`config.mk`:
```
export PLATFORM = sky130hd
export DESIGN_NAME = commit_cfi_stage
export DESIGN_NICKNAME = d
export VERILOG_FILES = /design/src/rtl/commit_cfi_stage.sv
export SDC_FILE = /design/constraint.sdc
export NUM_CORES = 1
export LEC_CHECK = 0
export ABC_AREA = 1
export BUFFER_PORTS_ARGS = -buffer_cell sky130_fd_sc_hd__buf_4
export CAP_MARGIN = 10
export CORE_MARGIN = 5
export CORE_UTILIZATION = 40
export CTS_BUF_LIST = sky130_fd_sc_hd__clkbuf_4
export DETAILED_ROUTE_END_ITERATION = 6
export GPL_ROUTABILITY_DRIVEN = 1
export HOLD_SLACK_MARGIN = 0.06
export SLEW_MARGIN = 30
export SYNTH_ARGS = -nofsm -noshare
export SYNTH_HDL_FRONTEND = slang
export SYNTH_SLANG_ARGS = --single-unit
```
`constraint.sdc`:
```
create_clock -name clk_i -period 12.5 [get_ports clk_i]
set_input_delay 0 -clock clk_i [delete_from_list [all_inputs] [get_ports clk_i]]
set_output_delay 0 -clock clk_i [all_outputs]
set_load 0.02 [all_outputs]
```
`src/rtl/commit_cfi_stage.sv`:
```
// Commit stage with control-flow-integrity checks.
// Port 0 retires every instruction class. Higher ports retire only plain
// (class OTHER) entries, and only behind an in-order chain of acks.
// A landing-pad FSM requires that an indirect jump or call be followed by an
// LPAD instruction. A circular shadow stack holds call link addresses and
// checks them against return targets.
module commit_cfi_stage #(
  parameter int NR_COMMIT_PORTS = 2,
  parameter int SS_DEPTH        = 16,
  parameter int VLEN            = 64
) (
  input  logic                              clk_i,
  input  logic                              rst_ni,
  input  logic                              halt_i,
  input  logic                              flush_i,
  input  logic                              single_step_i,
  input  logic                              cfi_en_i,
  input  logic [NR_COMMIT_PORTS-1:0]        commit_valid_i,
  input  logic [NR_COMMIT_PORTS-1:0]        commit_ex_i,
  input  logic [NR_COMMIT_PORTS*3-1:0]      commit_cls_i,
  input  logic [NR_COMMIT_PORTS*VLEN-1:0]   commit_result_i,
  input  logic                              lsu_ready_i,
  output logic [NR_COMMIT_PORTS-1:0]        commit_ack_o,
  output logic                              commit_lsu_o,
  output logic                              cfi_ex_valid_o,
  output logic [1:0]                        cfi_ex_tval_o,
  output logic [$clog2(SS_DEPTH):0]         ss_count_o,
  output logic                              ss_ovf_o
);

  localparam int PTR_W = $clog2(SS_DEPTH);
  localparam int CNT_W = PTR_W + 1;

  localparam logic [2:0] CLS_OTHER = 3'd0;
  localparam logic [2:0] CLS_STORE = 3'd1;
  localparam logic [2:0] CLS_CALL  = 3'd3;
  localparam logic [2:0] CLS_RET   = 3'd4;
  localparam logic [2:0] CLS_IJUMP = 3'd5;
  localparam logic [2:0] CLS_LPAD  = 3'd6;
  localparam logic [2:0] CLS_ICALL = 3'd7;

  typedef enum logic {LP_IDLE, LP_EXPECT} lp_state_e;

  lp_state_e            lp_state_q, lp_state_d;
  logic [VLEN-1:0]      ss_mem [SS_DEPTH];
  logic [PTR_W-1:0]     ss_ptr_q;
  logic [CNT_W-1:0]     ss_cnt_q;
  logic                 ss_ovf_q;

  logic [2:0]           cls0;
  logic [VLEN-1:0]      res0;
  logic [VLEN-1:0]      ss_top;
  logic                 active0;
  logic                 ss_checked;
  logic                 lp_fault;
  logic                 ss_fault;
  logic                 ack0;
  logic                 do_push;
  logic                 do_pop;
  logic                 chain_ok;

  assign cls0   = commit_cls_i[2:0];
  assign res0   = commit_result_i[VLEN-1:0];
  assign ss_top = ss_mem[ss_ptr_q - PTR_W'(1)];

  // Port-0 decode: fault detection in priority order, then the port-0 ack.
  always_comb begin
    active0    = commit_valid_i[0] && !commit_ex_i[0] && !halt_i;
    ss_checked = cfi_en_i && (ss_cnt_q != '0);
    lp_fault   = active0 && cfi_en_i && (lp_state_q == LP_EXPECT) && (cls0 != CLS_LPAD);
    ss_fault   = active0 && !lp_fault && (cls0 == CLS_RET) && ss_checked && (res0 != ss_top);
    ack0       = active0 && !lp_fault && !ss_fault && ((cls0 != CLS_STORE) || lsu_ready_i);
    do_push    = ack0 && ((cls0 == CLS_CALL) || (cls0 == CLS_ICALL));
    do_pop     = ack0 && (cls0 == CLS_RET) && ss_checked;
  end

  // In-order ack chain: a higher port retires only plain entries behind acked ports.
  always_comb begin
    commit_ack_o    = '0;
    commit_ack_o[0] = ack0;
    chain_ok        = ack0;
    for (int i = 1; i < NR_COMMIT_PORTS; i++) begin
      chain_ok = chain_ok && commit_valid_i[i] && !commit_ex_i[i] &&
                 (commit_cls_i[i*3 +: 3] == CLS_OTHER) && !single_step_i;
      commit_ack_o[i] = chain_ok;
    end
  end

  // Fault and store-commit outputs.
  always_comb begin
    commit_lsu_o   = ack0 && (cls0 == CLS_STORE);
    cfi_ex_valid_o = lp_fault || ss_fault;
    cfi_ex_tval_o  = 2'd0;
    if (lp_fault) begin
      cfi_ex_tval_o = 2'd2;
    end else if (ss_fault) begin
      cfi_ex_tval_o = 2'd3;
    end
  end

  // Landing-pad FSM next state; a flush always wins.
  always_comb begin
    lp_state_d = lp_state_q;
    if (!halt_i) begin
      if (!cfi_en_i) begin
        lp_state_d = LP_IDLE;
      end else if (ack0 && ((cls0 == CLS_IJUMP) || (cls0 == CLS_ICALL))) begin
        lp_state_d = LP_EXPECT;
      end else if (ack0 && (cls0 == CLS_LPAD)) begin
        lp_state_d = LP_IDLE;
      end
    end
    if (flush_i) begin
      lp_state_d = LP_IDLE;
    end
  end

  // Landing-pad FSM state register.
  always_ff @(posedge clk_i or negedge rst_ni) begin
    if (!rst_ni) begin
      lp_state_q <= LP_IDLE;
    end else begin
      lp_state_q <= lp_state_d;
    end
  end

  // Shadow-stack pointer, count and sticky overflow flag.
  always_ff @(posedge clk_i or negedge rst_ni) begin
    if (!rst_ni) begin
      ss_ptr_q <= '0;
      ss_cnt_q <= '0;
      ss_ovf_q <= 1'b0;
    end else if (do_push) begin
      ss_ptr_q <= ss_ptr_q + PTR_W'(1);
      if (ss_cnt_q == CNT_W'(SS_DEPTH)) begin
        ss_ovf_q <= 1'b1;
      end else begin
        ss_cnt_q <= ss_cnt_q + CNT_W'(1);
      end
    end else if (do_pop) begin
      ss_ptr_q <= ss_ptr_q - PTR_W'(1);
      ss_cnt_q <= ss_cnt_q - CNT_W'(1);
    end
  end

  // Shadow-stack storage; a push when full overwrites the oldest slot.
  always_ff @(posedge clk_i) begin
    if (do_push) begin
      ss_mem[ss_ptr_q] <= res0;
    end
  end

  assign ss_count_o = ss_cnt_q;
  assign ss_ovf_o   = ss_ovf_q;

endmodule

```
==> impl_metrics.py <==
metrics = {
    "drt": {
        "top_layer_used": "met5",
        "wirelength_mm": 112,
        "drc_errors": 0,
        "routed-wl-met2_mm": 53.8,
        "drt_iter0_markers": 2652,
        "via_per_inst": 5.22,
        "dr.pass1.iters": 6,
        "wl_per_cell_microns": 20.2,
        "m1WireLength_mm": 48.4,
        "via_count": 29100,
        "wl_met3_mm": 8.18,
        "postRouteAntennaNets": 0,
    },
    "synth": {
        "synth.mux.area_fraction": 0,
        "synth_top_area_cell": "edfxtp_1",
        "synth_top_area_share": 0.720,
        "ys_types": 35,
        "ys_warn_count": 0,
        "synth_compound_area_frac": 0.00243,
        "synth-seq-cells": 1035,
        "seq_area_frac_synth": 0.727,
        "async_reset_ff_frac": 0.0106,
        "synth_top_family_by_area": "simple AND/OR/NAND/NOR gates",
        "yosysMostFrequentCell": "nand2_1",
        "netlist_top_cells_count": "nand2_1 (1285), edfxtp_1 (1024), nand3_1 (905)",
        "avgSynthCellArea_sq_um": 11.7,
        "synth-simple-area-share": 0.237,
        "synth_fa_ha_area_frac": 0.00281,
        "syn_area_sq_um": 42700,
        "yosys_most_used_dff": "edfxtp_1",
        "synth_cells": 3635,
        "synthXorXnorAreaFrac": 0.00123,
        "synthTopCellsByArea": "edfxtp_1 (72%), nand2_1 (11%), nand3_1 (11%), buf_2 (2.0%), nand3b_1 (1.0%)",
        "synth_nets": 3789,
        "synth_edf_count": 1024,
    },
    "timing": {
        "whs_ns": 0.211,
        "slew_violations": 0,
        "fmax_mhz": 115,
        "rsz0062_at_grt": "no",
        "period_share": 0.694,
        "final-setup-viol-count": 0,
        "finalCriticalPeriod_ns": 8.68,
        "clock_skew_ns": 0.0851,
        "tightestPinTransition_ns": 1.01,
        "final_hold_viol_count": 0,
        "slew_headroom": 0.326,
        "totalNegativeSetupSlack_ns": 0,
    },
    "hold_path": {
        "min_path_type": "in -> reg",
        "worstHoldPathCells": 6,
        "whs_endpoint": "ss_count_o[3]",
        "hp-start": "lsu_ready_i",
    },
    "critical_path": {
        "max_stage_delay_ns": 0.88,
        "crit_required_ns": 13.17,
        "crit_type": "reg -> reg",
        "worst_setup_path_start_kind": "flip-flop",
        "timing.critical_path.mode_cell": "nand2_1",
        "worst_ep_arrival_time_ns": 9.35,
        "rrSetupSlack_ns": 3.82,
        "cp_slowest_cell": "buf_4",
        "cp_num_buf_inv": 6,
        "crit_path_cell_trace": "inv_8, ha_1, inv_1, nand2_1, nand2_8, inv_6, buf_4, nand3_1, nand3_1, nand2_1, nand2_1, nand2_1, nor2_1, nand2_1, nor2_1, nand2_1, nor2_1, nand2_1, nand2_4, nand3_4, inv_2, nand2_1, nor2_4, buf_4",
        "r2r.worst_path.cells": 24,
        "crit_family": "simple AND/OR/NAND/NOR gates",
        "reg2reg_from": "ss_ptr_q[0]",
        "r2r_end": "ss_mem[12][7]",
        "cp_max_fo": 145,
        "end_kind": "flip-flop",
    },
    "clock_tree": {
        "ctsLongestPathBuffers": 4,
        "cts.sink_count": 1035,
        "cts-root-buf": "clkbuf_4",
        "cts_tree": "done",
        "clkTransAtPathRegs_ns": 0.07,
        "post_cts_buffers": 0,
        "cts_buffers": 288,
        "cts.htree.levels": 5,
        "post_cts_resized": 0,
        "clk_latency_ns": 1.13,
    },
    "run_status": {
        "status": "finished clean",
    },
    "die": {
        "die_h_microns": 337,
        "start_util": 0.404,
        "dieArea_sq_um": 113000,
        "rows": 119,
        "die_w_microns": 337,
        "fp.coreArea_sq_um": 106000,
        "top_level_ports": 157,
    },
    "global_route": {
        "grt_pass1_wl_mm": 170,
        "track_usage": 0.196,
        "overflow": 0,
        "antenna_found_initial": 6,
        "grt_pass1_vias": 28700,
        "grt_max_degree": 192,
    },
    "final_layout": {
        "fin_util": 0.469,
        "n_fill_cell": 9598,
        "fin_cells": 5574,
        "area_growth_pct": 16.1,
        "nets": 4158,
        "drive_gt1_frac": 0.143,
    },
    "placed_design": {
        "io_buffers": 92,
        "dp.cells": 4947,
        "globalplace.congestion": 0.752,
        "hpwl_mm": 52.0,
    },
    "power": {
        "ir_drop_mv": 0.231,
        "leakage_nw": 18.2,
        "p_per_area_nw_per_um2": 227,
        "power_mw": 11.3,
    },
    "run": {
        "maxCapViolations": 0,
    },
}
[worst reg2reg max path: cells and delay by family, from the launching register on]
family,cells,cell delay [ns]
fa+ha+maj,1,0.41
simple gates,17,3.61
flops,1,0.72
buf+inv,6,3.51
[flip-flops by register name, indices dropped and copies added (netlist names)]
| register | cells |
|---|---|
| ss_mem | 1024 |
| ss_ptr_q | 4 |
| ss_count_o | 5 |
| lp_state_q | 1 |
| ss_ovf_o | 1 |
[cell type report]
type,instances,area [sq um],share of cell area
timing repair buffer,295,2700,0.0545
inverter,30,133,0.00268
sequential,1035,31000,0.626
multi-input combinational,2354,10600,0.213
tap,1391,1740,0.0351
antenna,5,12.5,0.000253
clock buffer,409,3070,0.0620
clock inverter,55,292,0.00589
[layout by cell type (no fill, tap or decap), types with 2 or more instances in the layout]
master / n
a31oi_1: 2
buf_12: 2
buf_16: 3
buf_4: 132
buf_6: 2
bufinv_16: 3
clkbuf_4: 409
clkinv_1: 41
clkinv_2: 5
dfrtp_1: 10
diode_2: 5
dlygate4sd3_1: 156
edfxtp_1: 1024
ha_1: 7
inv_1: 23
inv_2: 10
inv_8: 2
nand2_1: 1284
nand2_4: 3
nand3_1: 905
nand3b_1: 58
nor2_1: 47
nor2_4: 16
nor3_1: 2
o211ai_1: 2
o21ai_0: 3
o21ai_1: 2
o21bai_1: 2
xor2_1: 6
[how the worst max path moves through the flow]
| stage | start | to | slack, ns | cells past startpoint |
|---|---|---|---|---|
| after global routing | ss_ptr_q[0] | ss_mem[12][7] | 3.40 | 24 |
| after detailed placement | ss_ptr_q[0] | ss_mem[12][45] | 3.77 | 23 |
| final | ss_ptr_q[0] | ss_mem[12][7] | 3.82 | 24 |
| after global placement | ss_ptr_q[0] | ss_mem[7][20] | 3.77 | 23 |
| after floorplan | ss_ptr_q[0] | ss_mem[0][0] | 6.33 | 24 |
| after CTS | ss_ptr_q[0] | ss_mem[12][7] | 3.80 | 23 |
[logic make-up after synthesis]
kind of cell / count (synthesis)
AO/OA/AOI/OAI: 15
flip-flops: 1035
buffers and inverters: 246
XOR/XNOR: 6
AND/OR/NAND/NOR: 2324
adder cells (fa/ha/maj): 9
[metal layers]
layer	GRT usage	up-vias
met5	0	-
met2	0.317	1070
met4	0.0622	2
li1	-	13800
met1	0.266	14100
met3	0.0453	158
[metrics by stage]
| step | setup WS, ns | instance area, sq um |
|---|---|---|
| 6_report | 3.82 | 49500 |
| 4_1_cts | 3.80 | 49500 |
| 3_5_place_dp | 3.77 | 44500 |
| 2_1_floorplan | 6.33 | 42700 |
| 3_3_place_gp | 3.77 | 44500 |
| 5_1_grt | 3.40 | 49500 |
[repair_timing]
action                                  CTS  global route
hold buffers                            156             0
endpoints found under the hold margin  1074             0
setup endpoints to repair                 0             0
[power breakdown]
group | total, mW | internal (mW) | switching, mW | leakage [nW]
Combinational | 4.48 | 1.28 | 3.19 | 6.78
Sequential | 3.91 | 3.85 | 0.0544 | 9.34
Clock | 2.88 | 1.55 | 1.33 | 2.04
Power figures use the tool's default switching activity.
